==> src/rtl/axi_read_burst_ctrl.sv <==
// Read-only AXI4 slave: AR bursts become single-port memory reads behind a credit-gated R FIFO.
// Define AXI_RD_WRAP_EN to enable WRAP addressing (LEN 1/3/7/15); otherwise WRAP bursts get SLVERR.
module axi_read_burst_ctrl #(
  parameter int AXI4_ADDRESS_WIDTH = 32,
  parameter int AXI4_RDATA_WIDTH   = 64,
  parameter int AXI4_ID_WIDTH      = 16,
  parameter int AXI4_USER_WIDTH    = 10,
  parameter int AXI_NUMBYTES       = AXI4_RDATA_WIDTH/8,
  parameter int MEM_ADDR_WIDTH     = 13,
  parameter int FIFO_DEPTH         = 4
) (
  input  logic                          clk,
  input  logic                          rst_n,
  input  logic [AXI4_ID_WIDTH-1:0]      ARID_i,
  input  logic [AXI4_ADDRESS_WIDTH-1:0] ARADDR_i,
  input  logic [7:0]                    ARLEN_i,
  input  logic [2:0]                    ARSIZE_i,
  input  logic [1:0]                    ARBURST_i,
  input  logic                          ARLOCK_i,
  input  logic [3:0]                    ARCACHE_i,
  input  logic [2:0]                    ARPROT_i,
  input  logic [3:0]                    ARREGION_i,
  input  logic [3:0]                    ARQOS_i,
  input  logic [AXI4_USER_WIDTH-1:0]    ARUSER_i,
  input  logic                          ARVALID_i,
  output logic                          ARREADY_o,
  output logic [AXI4_ID_WIDTH-1:0]      RID_o,
  output logic [AXI4_RDATA_WIDTH-1:0]   RDATA_o,
  output logic [1:0]                    RRESP_o,
  output logic                          RLAST_o,
  output logic [AXI4_USER_WIDTH-1:0]    RUSER_o,
  output logic                          RVALID_o,
  input  logic                          RREADY_i,
  output logic                          MEM_CEN_o,
  output logic                          MEM_WEN_o,
  output logic [MEM_ADDR_WIDTH-1:0]     MEM_A_o,
  output logic [AXI4_RDATA_WIDTH-1:0]   MEM_D_o,
  output logic [AXI_NUMBYTES-1:0]       MEM_BE_o,
  input  logic [AXI4_RDATA_WIDTH-1:0]   MEM_Q_i,
  input  logic                          grant_i,
  output logic                          valid_o
);
  localparam int OFFSET = $clog2(AXI_NUMBYTES);
  localparam int AW     = MEM_ADDR_WIDTH + OFFSET;
  localparam int PW     = $clog2(FIFO_DEPTH);
  localparam int CW     = PW + 1;
  localparam int SW     = CW + 1;
  localparam int DW     = AXI4_RDATA_WIDTH;
  localparam int IW     = AXI4_ID_WIDTH;
  localparam int UW     = AXI4_USER_WIDTH;
  localparam int EW     = DW + IW + UW + 3;

  typedef enum logic [1:0] {S_IDLE = 2'd0, S_BURST = 2'd1, S_ERR = 2'd2} state_t;

  // FIXED holds; INCR/WRAP align to the beat size before stepping, so only beat 0 is unaligned.
  function automatic logic [AW-1:0] f_step(input logic [AW-1:0] addr, input logic [2:0] size,
                                           input logic [1:0] burst);
    logic [AW-1:0] inc;
    inc = AW'(1) << size;
    case (burst)
      2'b01, 2'b10: f_step = (addr & ~(inc - AW'(1))) + inc;
      default:      f_step = addr;
    endcase
  endfunction

`ifdef AXI_RD_WRAP_EN
  function automatic logic [AW-1:0] f_wrap(input logic [AW-1:0] addr, input logic [AW-1:0] nxt,
                                           input logic [7:0] len, input logic [2:0] size);
    logic [AW-1:0] mask;
    mask   = ((AW'(len) + AW'(1)) << size) - AW'(1);
    f_wrap = (addr & ~mask) | (nxt & mask);
  endfunction
`endif

  state_t r_state, w_next;
  logic [IW-1:0] r_id, r_pend_id;
  logic [UW-1:0] r_user, r_pend_user;
  logic [7:0] r_len, r_cnt;
  logic [2:0] r_size;
  logic [1:0] r_burst;
  logic [AW-1:0] r_addr;
  logic r_inflight, r_pend_last;
  logic [EW-1:0] r_fifo [FIFO_DEPTH];
  logic [PW-1:0] r_wptr, r_rptr;
  logic [CW-1:0] r_count;

  logic w_empty, w_pop, w_push, w_credit, w_valid, w_arready, w_err_push, w_grant, w_hs;
  logic w_ar_illegal, w_wrap_bad;
  logic [MEM_ADDR_WIDTH-1:0] w_mem_a;
  logic [AW-1:0] w_ar_addr, w_ar_next, w_bu_next;
  logic [EW-1:0] w_push_data, w_head;
  logic w_unused_ok;

  assign w_unused_ok = ^{ARLOCK_i, ARCACHE_i, ARPROT_i, ARREGION_i, ARQOS_i,
                         ARADDR_i[AXI4_ADDRESS_WIDTH-1:AW]};
  assign w_ar_addr = ARADDR_i[AW-1:0];

`ifdef AXI_RD_WRAP_EN
  assign w_wrap_bad = (ARBURST_i == 2'b10) && !((ARLEN_i == 8'd1) || (ARLEN_i == 8'd3) ||
                                                (ARLEN_i == 8'd7) || (ARLEN_i == 8'd15));
  assign w_ar_next  = (ARBURST_i == 2'b10) ?
                      f_wrap(w_ar_addr, f_step(w_ar_addr, ARSIZE_i, ARBURST_i), ARLEN_i, ARSIZE_i) :
                      f_step(w_ar_addr, ARSIZE_i, ARBURST_i);
  assign w_bu_next  = (r_burst == 2'b10) ?
                      f_wrap(r_addr, f_step(r_addr, r_size, r_burst), r_len, r_size) :
                      f_step(r_addr, r_size, r_burst);
`else
  assign w_wrap_bad = (ARBURST_i == 2'b10);
  assign w_ar_next  = f_step(w_ar_addr, ARSIZE_i, ARBURST_i);
  assign w_bu_next  = f_step(r_addr, r_size, r_burst);
`endif

  assign w_ar_illegal = (ARSIZE_i > 3'(OFFSET)) || (ARBURST_i == 2'b11) || w_wrap_bad;
  assign w_empty  = (r_count == CW'(0));
  assign w_pop    = !w_empty && RREADY_i;
  // A pop frees a slot in the same cycle; the outstanding read already owns one.
  assign w_credit = (SW'(r_count) + SW'(r_inflight) - SW'(w_pop)) < SW'(FIFO_DEPTH);

  // Output decode: memory request, AR accept and error-beat push per state.
  always_comb begin
    w_valid    = 1'b0;
    w_arready  = 1'b0;
    w_err_push = 1'b0;
    w_mem_a    = {MEM_ADDR_WIDTH{1'b0}};
    case (r_state)
      S_IDLE: begin
        if (ARVALID_i && !w_ar_illegal) begin
          w_valid   = w_credit;
          w_arready = w_credit && grant_i;
          w_mem_a   = w_credit ? w_ar_addr[AW-1:OFFSET] : {MEM_ADDR_WIDTH{1'b0}};
        end else if (ARVALID_i) begin
          w_arready = w_credit;
        end else begin
          w_arready = 1'b0;
        end
      end
      S_BURST: begin
        w_valid = w_credit;
        w_mem_a = r_addr[AW-1:OFFSET];
      end
      S_ERR:   w_err_push = w_credit && !r_inflight;
      default: w_valid = 1'b0;
    endcase
  end

  assign w_grant = w_valid && grant_i;
  assign w_hs    = ARVALID_i && w_arready;

  // Next-state decode.
  always_comb begin
    w_next = r_state;
    case (r_state)
      S_IDLE: begin
        if (w_hs && w_ar_illegal)         w_next = S_ERR;
        else if (w_hs && ARLEN_i != 8'd0) w_next = S_BURST;
        else                              w_next = S_IDLE;
      end
      S_BURST: begin
        if (w_grant && r_cnt == r_len) w_next = S_IDLE;
        else                           w_next = S_BURST;
      end
      S_ERR: begin
        if (w_err_push && r_cnt == r_len) w_next = S_IDLE;
        else                              w_next = S_ERR;
      end
      default: w_next = S_IDLE;
    endcase
  end

  // State register.
  always_ff @(posedge clk or negedge rst_n) begin
    if (!rst_n) r_state <= S_IDLE;
    else        r_state <= w_next;
  end

  assign w_push      = r_inflight || w_err_push;
  assign w_push_data = r_inflight ? {MEM_Q_i, r_pend_id, r_pend_user, r_pend_last, 2'b00} :
                                    {{DW{1'b0}}, r_id, r_user, (r_cnt == r_len), 2'b10};

  // Burst context, outstanding-read tag and FIFO pointers.
  always_ff @(posedge clk or negedge rst_n) begin
    if (!rst_n) begin
      r_id <= {IW{1'b0}}; r_user <= {UW{1'b0}}; r_len <= 8'd0; r_cnt <= 8'd0;
      r_size <= 3'd0; r_burst <= 2'd0; r_addr <= {AW{1'b0}};
      r_inflight <= 1'b0; r_pend_id <= {IW{1'b0}}; r_pend_user <= {UW{1'b0}}; r_pend_last <= 1'b0;
      r_wptr <= {PW{1'b0}}; r_rptr <= {PW{1'b0}}; r_count <= {CW{1'b0}};
    end else begin
      if (r_state == S_IDLE && w_hs) begin
        r_id <= ARID_i; r_user <= ARUSER_i; r_len <= ARLEN_i;
        r_size <= ARSIZE_i; r_burst <= ARBURST_i; r_addr <= w_ar_next;
        r_cnt <= w_ar_illegal ? 8'd0 : 8'd1;
      end else if (r_state == S_BURST && w_grant) begin
        r_addr <= w_bu_next;
        r_cnt  <= r_cnt + 8'd1;
      end else if (w_err_push) begin
        r_cnt <= r_cnt + 8'd1;
      end else begin
        r_cnt <= r_cnt;
      end
      r_inflight <= w_grant;
      if (w_grant) begin
        r_pend_id   <= (r_state == S_IDLE) ? ARID_i : r_id;
        r_pend_user <= (r_state == S_IDLE) ? ARUSER_i : r_user;
        r_pend_last <= (r_state == S_IDLE) ? (ARLEN_i == 8'd0) : (r_cnt == r_len);
      end
      if (w_push) r_wptr <= r_wptr + PW'(1);
      if (w_pop)  r_rptr <= r_rptr + PW'(1);
      r_count <= r_count + CW'(w_push) - CW'(w_pop);
    end
  end

  // FIFO storage; contents are never observed while empty.
  always_ff @(posedge clk) begin
    if (w_push) r_fifo[r_wptr] <= w_push_data;
  end

  assign w_head    = w_empty ? {EW{1'b0}} : r_fifo[r_rptr];
  assign RDATA_o   = w_head[EW-1 -: DW];
  assign RID_o     = w_head[3+UW +: IW];
  assign RUSER_o   = w_head[3 +: UW];
  assign RLAST_o   = w_head[2];
  assign RRESP_o   = w_head[1:0];
  assign RVALID_o  = !w_empty;
  assign ARREADY_o = w_arready;
  assign valid_o   = w_valid;
  assign MEM_CEN_o = ~w_valid;
  assign MEM_WEN_o = 1'b1;
  assign MEM_A_o   = w_mem_a;
  assign MEM_D_o   = {DW{1'b0}};
  assign MEM_BE_o  = {AXI_NUMBYTES{1'b0}};
endmodule
==> config.mk <==
export PLATFORM = sky130hd
export DESIGN_NAME = axi_read_burst_ctrl
export DESIGN_NICKNAME = d
export VERILOG_FILES = /design/src/rtl/axi_read_burst_ctrl.sv
export SDC_FILE = /design/constraint.sdc
export NUM_CORES = 1
export LEC_CHECK = 0
export BUFFER_PORTS_ARGS = -buffer_cell sky130_fd_sc_hd__buf_2
export CAP_MARGIN = 10
export CORE_MARGIN = 8
export CORE_UTILIZATION = 50
export CTS_CLUSTER_DIAMETER = 50
export DETAILED_ROUTE_END_ITERATION = 16
export PLACE_DENSITY_LB_ADDON = 0.25
export SLEW_MARGIN = 10
export SYNTH_ARGS = -nofsm -noshare
export SYNTH_HDL_FRONTEND = slang
export SYNTH_SLANG_ARGS = --single-unit
==> constraint.sdc <==
create_clock -name clk -period 10.15 [get_ports clk]
set_input_delay 2.03 -clock clk [delete_from_list [all_inputs] [get_ports clk]]
set_output_delay 2.03 -clock clk [all_outputs]
set_load 0.1 [all_outputs]
Yosys cells after proc, flatten, opt, wreduce, memory -nomap -nowiden
Memory sizes are Yosys's and may differ from the RTL's.
Index checks and enable logic that the tools add are counted.
W data, S select, Z words.
Storage, ports and cells
  register bits after elaboration: 100
  RAM bits: 372
  memories kept: 1
  output and inout port bits: 183
  logic and storage cells: 101
Cells by class
  reductions and logical operators: 28
  $lt $le $gt $ge: 2
  $add $sub $neg: 11
  shift-type cells: 2
  bitwise gates (word level): 5
  muxes and demuxes: 29
  equality and inequality tests: 8
Memories
  r_fifo: depth 4, width 93, read ports 1, clocked after memory_dff 0, wr ports 1, line 83  | logic [EW-1:0] r_fifo [FIFO_DEPTH];
Operators by type and width (number)
  $mux W93: 2
  $mux W16: 5
  $add A16 B16 Y16: 2
  $and A16 B16 Y16: 2
  $not A16 Y16: 2
  $shl A1 B3 Y16 const A: 2
  $sub A16 B1 Y16 const B: 2
  $mux W13: 2
  $pmux W13 S2: 1
  $mux W8: 3
  $logic_and A1 B1 Y1: 12
  $mux W1: 11
  $mux W10: 1
  $add A8 B1 Y8 const B: 1
  $eq A2 B2 Y1 const B: 4
  $eq A8 B8 Y1: 1
  $logic_not A8 Y1: 1
  $reduce_bool A8 Y1: 1
  $eq A2 B1 Y1 const B: 3
  $pmux W2 S3: 1
  $add A2 B1 Y2 const B: 2
  $add A3 B1 Y4: 1
  $lt A4 B3 Y1 const B: 1
  $mux W2: 2
  other kinds (14): 20

Depth between registers and ports, before layout
Gate-level depths: netlist of the first run.
  word-level depth: 13
  gate-level depth with buffers: 17
  gate-level depth less buffers: 17

Worst setup path after synthesis of the first run
No wires, ideal clock.
  kind: input to register
  start: in RREADY_i
  end: mem r_fifo[0][10] in the netlist's numbering, enable pin
  buffers on the path: 0
  data required time: 9.595 ns
  path slack: 2.128 ns
  stages on the path: 9
  arrival time: 7.467 ns
  setup time: 0.555 ns
  path through: and2_1 -> ha_1 -> inv_1 -> ha_1 -> nand3b_1 -> o31a_2 -> nand2_1 -> a21oi_1 -> nor2b_1
On the way
  cells in the longest elaborated chain, start to end: 8
RTL lines
  start: declaration: line 33  | input logic RREADY_i,
  $logic_and A1 B1 Y1: line 115  | assign w_pop = !w_empty && RREADY_i;
  $sub A4 B1 Y4: line 117  | assign w_credit = (SW'(r_count) + SW'(r_inflight) - SW'(w_pop)) < SW'(FIFO_DEPTH);
  $lt A4 B3 Y1: line 117
  $logic_and A1 B1 Y1: line 141  | S_ERR: w_err_push = w_credit && !r_inflight;
  $mux W1: line 125  | case (r_state)
  $logic_or A1 B1 Y1: line 176  | assign w_push = r_inflight || w_err_push;
  $mux W1: line 214  | if (w_push) r_fifo[r_wptr] <= w_push_data;
  $mux W1 (not written as such): line 214
  end: declaration: line 83
Every way passes these cells.

Final worst setup path of the first run
  start: in RREADY_i
  end: out MEM_A_o[4]
On the way
  cells in the longest elaborated chain, start to end: 6
RTL lines
  $logic_and A1 B1 Y1: line 115
  via w_pop: line 87  | logic w_empty, w_pop, w_push, w_credit, w_valid, w_arready, w_err_push, w_grant, w_hs;
  $sub A4 B1 Y4: line 117
  $lt A4 B3 Y1: line 117
  $mux W13: line 130  | w_mem_a = w_credit ? w_ar_addr[AW-1:OFFSET] : {MEM_ADDR_WIDTH{1'b0}};
  $mux W13: line 127  | if (ARVALID_i && !w_ar_illegal) begin
  $pmux W13 S2: line 125
  end: declaration: line 36  | output logic [MEM_ADDR_WIDTH-1:0] MEM_A_o,
The timed path passes the listed nets, and every way through them passes these cells.

==> metrics.txt, run 1 <==
final-layout setup total negative slack=0 ps; share of synthesized flip-flops with an asynchronous set or reset=0.214; post-synthesis simple-gate area fraction=0.120; estimated wirelength of the detail-placed design=30.1 mm; RSZ-0062 raised after global routing=false; routed via count divided by cell count=5.42; final weighted congestion of routability-driven global placement=0.814; number of CTS-inserted buffers=51; antenna violations before repair=6; worst hold margin=473 ps; family with the most delay on the worst path=simple AND/OR/NAND/NOR gates; fin util=0.577; Final ANT Viol Nets=0; Rows=76; final net count=1963; global-route wire length before repair=between 70 and 80 mm; internal reg-to-reg setup slack=5720 ps; required time worst endpoint=8120 ps; io pins=339; proportion of synthesized chip area in sequential cells=0.618; arrival time of data at the critical path endpoint=5080 ps; highest net fanout along the worst path=15; Primary FF master, synth=sky130_fd_sc_hd__edfxtp_1; count of buffering cells on the critical path with inverters included=3; total congestion overflow after global routing=0; starting density of the core=0.508; Hold Crit Depth=2; buffers inserted by post-CTS timing repair=0; number of enable flip-flop cells after synthesis=~370; Synth Instances=about 1600; Synth Register Bits=between 400 and 500; top cell type by total area after synthesis=sky130_fd_sc_hd__edfxtp_1; vias in the first global route=13400; port buffer count=232; stages on the worst setup path=12; portion of netlist area occupied by mux cells=0.125; summed instance area of the synthesized netlist=21900 sq um; initial detailed-routing violation count=1044; combinational family with the most area after synthesis=multiplexers; count of unique library cells instantiated by Yosys=96; Final Max Tran Viols=0; setup clock skew after layout=15.6 ps; aggregate routed wire length=48.3 mm; reg-to-reg critical path endpoint=r_fifo[3][68]; share of post-route cells with drive strength above 1=0.257; maximum number of pins on one net before global-route repair=94; transition time at the pin with the least slew margin=around 1100 ps; class of the worst hold path=reg2reg; termination of the worst setup path=MEM_A_o[4]; worst r2r src=r_count[2]; root buffer selected by CTS=sky130_fd_sc_hd__clkbuf_16; fin crit share=0.701; final count of hold timing violations=0; area occupied by registers=around 14000 sq um; relative area change from synthesis to final layout=13.6%; number of max-cap violations=0; area of the die=50800 sq um; count of clock tree sinks=between 400 and 500; Fill cells=3562; launching instance or port of the critical path=RREADY_i; Worst slew margin=0.273; Synth Area in Adders=0.0129; Post-CTS Hold Fix Bufs=0; worst-case reg-to-reg path depth=13; Chip Height=225 um; GRT Resource Usage Total=0.187; xor/xnor share of the synthesized area=0.0148; top area cells in the synthesized netlist=sky130_fd_sc_hd__edfxtp_1, sky130_fd_sc_hd__dfrtp_1, sky130_fd_sc_hd__mux4_2; Tmin final=7110 ps; multi-input gate area in the final layout=7640 sq um; Chip Width=~230 um; post-synthesis average cell area=approximately 14 sq um; Pre-Repair DR Iteration Count=5; maximum buffer depth of the clock tree=3; insertion delay of the later-clocked pin in the worst-skew pair=590 ps; complex-gate fraction of the synthesized area=0.0603; clk slew on worst S/H paths=60 ps; Worst Path Class, Setup=in2out; routed len/inst=20.0 um; Core Area=43200 sq um; top cell type's share of synthesized area=0.504; Slowest Stage Delay on Critical Path=just under 600 ps; CP max stage cell=sky130_fd_sc_hd__and2_1; Synth warnings=0; setup violators final=0; H-tree level count=2; number of remaining DRC errors=0; number of cells upsized or downsized after cts=0; crit path capture type=output port; total number of vias=13100; TritonCTS clock tree=yes; achievable clock frequency=approximately 0.14 GHz; cell-by-cell listing of the critical path=buf_2 -> and2_1 -> ha_1 -> inv_1 -> ha_1 -> nand3b_1 -> o31a_2 -> a21boi_4 -> and2_1 -> a22oi_1 -> nor2_1 -> buf_2; type of origin of the critical path=input pin; status=completed
-- worst min path at each step --
stage	start	to
3_3_place_gp	r_pend_user[9]	r_pend_user[9]
4_1_cts	r_pend_id[5]	r_pend_id[5]
2_1_floorplan	r_pend_id[0]	r_pend_id[0]
5_1_grt	r_pend_id[5]	r_pend_id[5]
3_5_place_dp	r_pend_id[5]	r_pend_id[5]
6_report	r_pend_id[8]	r_pend_id[8]
-- registers in the layout, summed over array words and instances (netlist names) --
register,count
r_fifo,368
r_addr,16
r_id,16
r_pend_id,16
r_pend_user,10
r_user,10
r_cnt,8
r_len,8
r_count,3
r_size,3
r_burst,2
r_rptr,2
r_state,2
r_wptr,2
r_inflight,1
r_pend_last,1
-- worst reg2reg max path, stage by stage, from the launching register on --
cell	delay [ps]
sky130_fd_sc_hd__dfrtp_1	430
sky130_fd_sc_hd__inv_1	130
sky130_fd_sc_hd__nand3_4	90
sky130_fd_sc_hd__and2_1	220
sky130_fd_sc_hd__ha_1	190
sky130_fd_sc_hd__inv_1	40
sky130_fd_sc_hd__ha_1	260
sky130_fd_sc_hd__nand3b_1	150
sky130_fd_sc_hd__o31a_2	400
sky130_fd_sc_hd__nand2_1	110
sky130_fd_sc_hd__a21oi_1	70
sky130_fd_sc_hd__buf_4	200
sky130_fd_sc_hd__nor2b_4	830
sky130_fd_sc_hd__buf_4	880
-- cell usage in the layout (no fill, tap or decap), types with 29 or more instances in the layout --
master | Yosys | routed
sky130_fd_sc_hd__a21oi_1 | 33 | 33
sky130_fd_sc_hd__mux2i_1 | 32 | 32
sky130_fd_sc_hd__mux4_2 | 92 | 92
sky130_fd_sc_hd__nand2_1 | 192 | 190
sky130_fd_sc_hd__edfxtp_1 | 368 | 368
sky130_fd_sc_hd__dfrtp_1 | 100 | 97
sky130_fd_sc_hd__buf_2 | 24 | 231
sky130_fd_sc_hd__mux2_2 | 29 | 29
sky130_fd_sc_hd__conb_1 | 2 | 74
sky130_fd_sc_hd__clkbuf_16 | 0 | 51
sky130_fd_sc_hd__o21ai_0 | 45 | 45
sky130_fd_sc_hd__and2_1 | 163 | 163
sky130_fd_sc_hd__nor2_1 | 54 | 53
-- per-layer routing --
metal,wire length (um),vias up,track usage
li1,-,6110,-
met1,21300,6582,0.252
met2,23400,318,0.308
met4,862,2,0.0461
met5,10,-,0
met3,2740,59,0.0420
-- logic make-up (layout without fill, tap and decap cells) --
group,after synthesis,in the layout
AOI/OAI and AO/OA,189,189
xor gates and xnor gates,37,37
adders and majority gates,22,22
buffers and inverters,197,367
DFF,468,468
muxes,155,155
other,2,79
and+or+nand+nor,511,511
-- per-stage QoR --
step | cell area, sq um | std cells | setup slack [ps]
6_report | 24900 | 2413 | 3040
5_1_grt | 24900 | 2410 | 2800
4_1_cts | 24900 | 2408 | 3060
3_5_place_dp | 23300 | 2317 | 3070
3_3_place_gp | 23300 | 2317 | 3160
2_1_floorplan | 22200 | 1653 | 2130
-- cell type report --
cell class              instances  area share
diodes                          5    0.000502
clock buffers                  62      0.0529
clock inverters                29      0.0109
inverters                      28     0.00422
multi-input cells             988       0.306
flip-flops and latches        468       0.544
well taps                     585      0.0294
repair buffers                248      0.0515
-- cells in the mapped netlist, types with 3 or more instances --
library cell and count:
sky130_fd_sc_hd__o32ai_1 5, sky130_fd_sc_hd__a22oi_1 21, sky130_fd_sc_hd__a211oi_1 6, sky130_fd_sc_hd__xor2_1 19, sky130_fd_sc_hd__edfxtp_1 368, sky130_fd_sc_hd__and4b_1 3
sky130_fd_sc_hd__nand3b_1 4, sky130_fd_sc_hd__nand4b_1 3, sky130_fd_sc_hd__nor4_1 5, sky130_fd_sc_hd__nor2b_1 19, sky130_fd_sc_hd__and2_1 163, sky130_fd_sc_hd__nor2_1 54
sky130_fd_sc_hd__dfrtp_1 100, sky130_fd_sc_hd__a21oi_1 33, sky130_fd_sc_hd__ha_1 21, sky130_fd_sc_hd__nand3_1 12, sky130_fd_sc_hd__nand2b_1 11, sky130_fd_sc_hd__buf_1 15
sky130_fd_sc_hd__o211ai_1 9, sky130_fd_sc_hd__a21o_1 5, sky130_fd_sc_hd__buf_2 24, sky130_fd_sc_hd__mux4_2 92, sky130_fd_sc_hd__nor3_1 8, sky130_fd_sc_hd__inv_1 27
sky130_fd_sc_hd__mux2i_1 32, sky130_fd_sc_hd__buf_4 76, sky130_fd_sc_hd__nand4_1 7, sky130_fd_sc_hd__o21ai_1 5, sky130_fd_sc_hd__and3_1 7, sky130_fd_sc_hd__a31oi_1 4
sky130_fd_sc_hd__o31ai_1 3, sky130_fd_sc_hd__or3_1 4, sky130_fd_sc_hd__mux2_2 29, sky130_fd_sc_hd__o21ai_0 45, sky130_fd_sc_hd__xnor2_1 18, sky130_fd_sc_hd__nand2_1 192
sky130_fd_sc_hd__a22o_1 4, sky130_fd_sc_hd__clkbuf_1 52, sky130_fd_sc_hd__o32a_1 3
Power of run 1 is not shown: default switching activity piles up to over one toggle a cycle in this logic, so the estimate is an artifact.
==> run 2: changes to the inputs <==
==> constraint.sdc (replaced) <==
create_clock -name clk -period 6.89 [get_ports clk]
set_input_delay 1.378 -clock clk [delete_from_list [all_inputs] [get_ports clk]]
set_output_delay 1.378 -clock clk [all_outputs]
set_load 0.1 [all_outputs]
==> metrics.txt, run 2 (synthesis gave the netlist of run 1 again) <==
Rows=76; final count of hold timing violations=0; port buffer count=232; RSZ-0062 raised after global routing=false; number of flip-flops in the largest register=between 300 and 400; arrival time of data at the critical path endpoint=4320 ps; Core Area=43200 sq um; crit path capture type=output port; cell-by-cell listing of the critical path=buf_2 -> and2_1 -> ha_1 -> inv_1 -> ha_1 -> nand3b_1 -> o31a_2 -> a21boi_4 -> and2_1 -> a22oi_1 -> nor2_1 -> buf_2; global-route wire length before repair=around 75 mm; Post-Place Cell Area=23400 sq um; highest net fanout along the worst path=15; total number of vias=13100; antenna violations before repair=8; most used cells in the layout excluding fill and tap cells=sky130_fd_sc_hd__edfxtp_1, sky130_fd_sc_hd__buf_2, sky130_fd_sc_hd__nand2_1; Worst slew margin=0.276; Fill cells=3456; starting density of the core=0.508; fin crit share=0.828; maximum buffer depth of the clock tree=3; source of the worst hold timing path=r_pend_user[0]; worst r2r src=r_count[2]; transition time at the pin with the least slew margin=1080 ps; Worst Path Class, Setup=in2out; maximum number of pins on one net before global-route repair=94; GRT Resource Usage Total=0.187; number of CTS-inserted buffers=50; number of remaining DRC errors=0; most common cell after layout, fill and taps aside=sky130_fd_sc_hd__edfxtp_1; setup clock skew after layout=16.7 ps; Final Max Tran Viols=0; H-tree level count=2; routed via count divided by cell count=5.42; launching instance or port of the critical path=RREADY_i; estimated wirelength of the detail-placed design=slightly above 30 mm; status=completed; required time worst endpoint=5510 ps; area of the die=50800 sq um; final net count=1964; clk slew on worst S/H paths=60 ps; most flop-heavy register=r_fifo; root buffer selected by CTS=sky130_fd_sc_hd__clkbuf_16; Chip Width=~230 um; worst hold margin=roughly 470 ps; number of max-cap violations=0; area occupied by registers=13600 sq um; Chip Height=225 um; type of origin of the critical path=input pin; insertion delay of the later-clocked pin in the worst-skew pair=570 ps; fin util=0.580; CP max stage cell=sky130_fd_sc_hd__and2_1; fin area=between 20000 and 30000 sq um; relative area change from synthesis to final layout=14.2%; buffers inserted by post-CTS timing repair=0; share of post-route cells with drive strength above 1=0.260; number of cells upsized or downsized after cts=0; number of placed instances, taps included=2319; Final ANT Viol Nets=0; setup violators final=0; routed len/inst=between 15 and 20 um; aggregate routed wire length=48.1 mm; final std cells w/o fill=2414; final weighted congestion of routability-driven global placement=0.821; class of the worst hold path=reg2reg; Post-CTS Hold Fix Bufs=0; Tmin final=5700 ps; achievable clock frequency=0.175 GHz; TritonCTS clock tree=yes; Pre-Repair DR Iteration Count=6; io pins=339; count of clock tree sinks=468; Slowest Stage Delay on Critical Path=approximately 570 ps; multi-input gate area in the final layout=~7600 sq um; vias in the first global route=13500; initial detailed-routing violation count=1115; total congestion overflow after global routing=0
==> run 2: cell types whose count changed in the layout (fill, tap and decap cells not counted), sizes merged <==
cell,change
bufinv,+4
clkinv,-7
inv,+2
buf,+2
clkinvlp,+3
clkbuf,-3
==> run 2: final cells by class <==
cell class / count / share of cell area
Antenna cell: 5 / 0.000500
Clock buffer: 59 / 0.0521
Clock inverter: 31 / 0.0142
Inverter: 28 / 0.00420
Multi-Input combinational cell: 988 / 0.305
Sequential cell: 468 / 0.542
Tap cell: 585 / 0.0292
Timing Repair Buffer: 250 / 0.0533
==> run 2: stage by stage <==
stage / setup TNS, ps / setup slack (ps)
5_1_grt: 0 / 984
6_report: 0 / 1190
3_5_place_dp: 0 / 1190
4_1_cts: 0 / 1190
2_1_floorplan: -176710 / -480
3_3_place_gp: 0 / 1290
==> run 2: worst paths after layout <==
check	cells past startpoint	endpoint	slack, ps
max in group asynchronous	2	r_addr[7]	4940
worst min-delay path	2	r_pend_user[0]	470
worst max register to register	13	r_fifo[0][30]	3170
worst min register to register	2	r_pend_user[0]	470
min in group asynchronous	1	r_id[6]	820
worst max-delay path	12	MEM_A_o[3]	1190
==> run 2: critical path: cells and delay by family <==
| family | cells | cell delay [ps] |
|---|---|---|
| AO/OA/AOI/OAI | 3 | 930 |
| adder cells (fa/ha/maj) | 2 | 430 |
| buffers and inverters | 3 | 550 |
| AND/OR/NAND/NOR | 4 | 1030 |
==> run 2: metal layers <==
metal	wire, um	up-vias	global-route usage
met5	63	-	0
met4	672	10	0.0482
met3	2810	68	0.0406
met2	23600	317	0.310
met1	20900	6558	0.249
li1	-	6123	-
Power of run 2 is left out for the same reason.
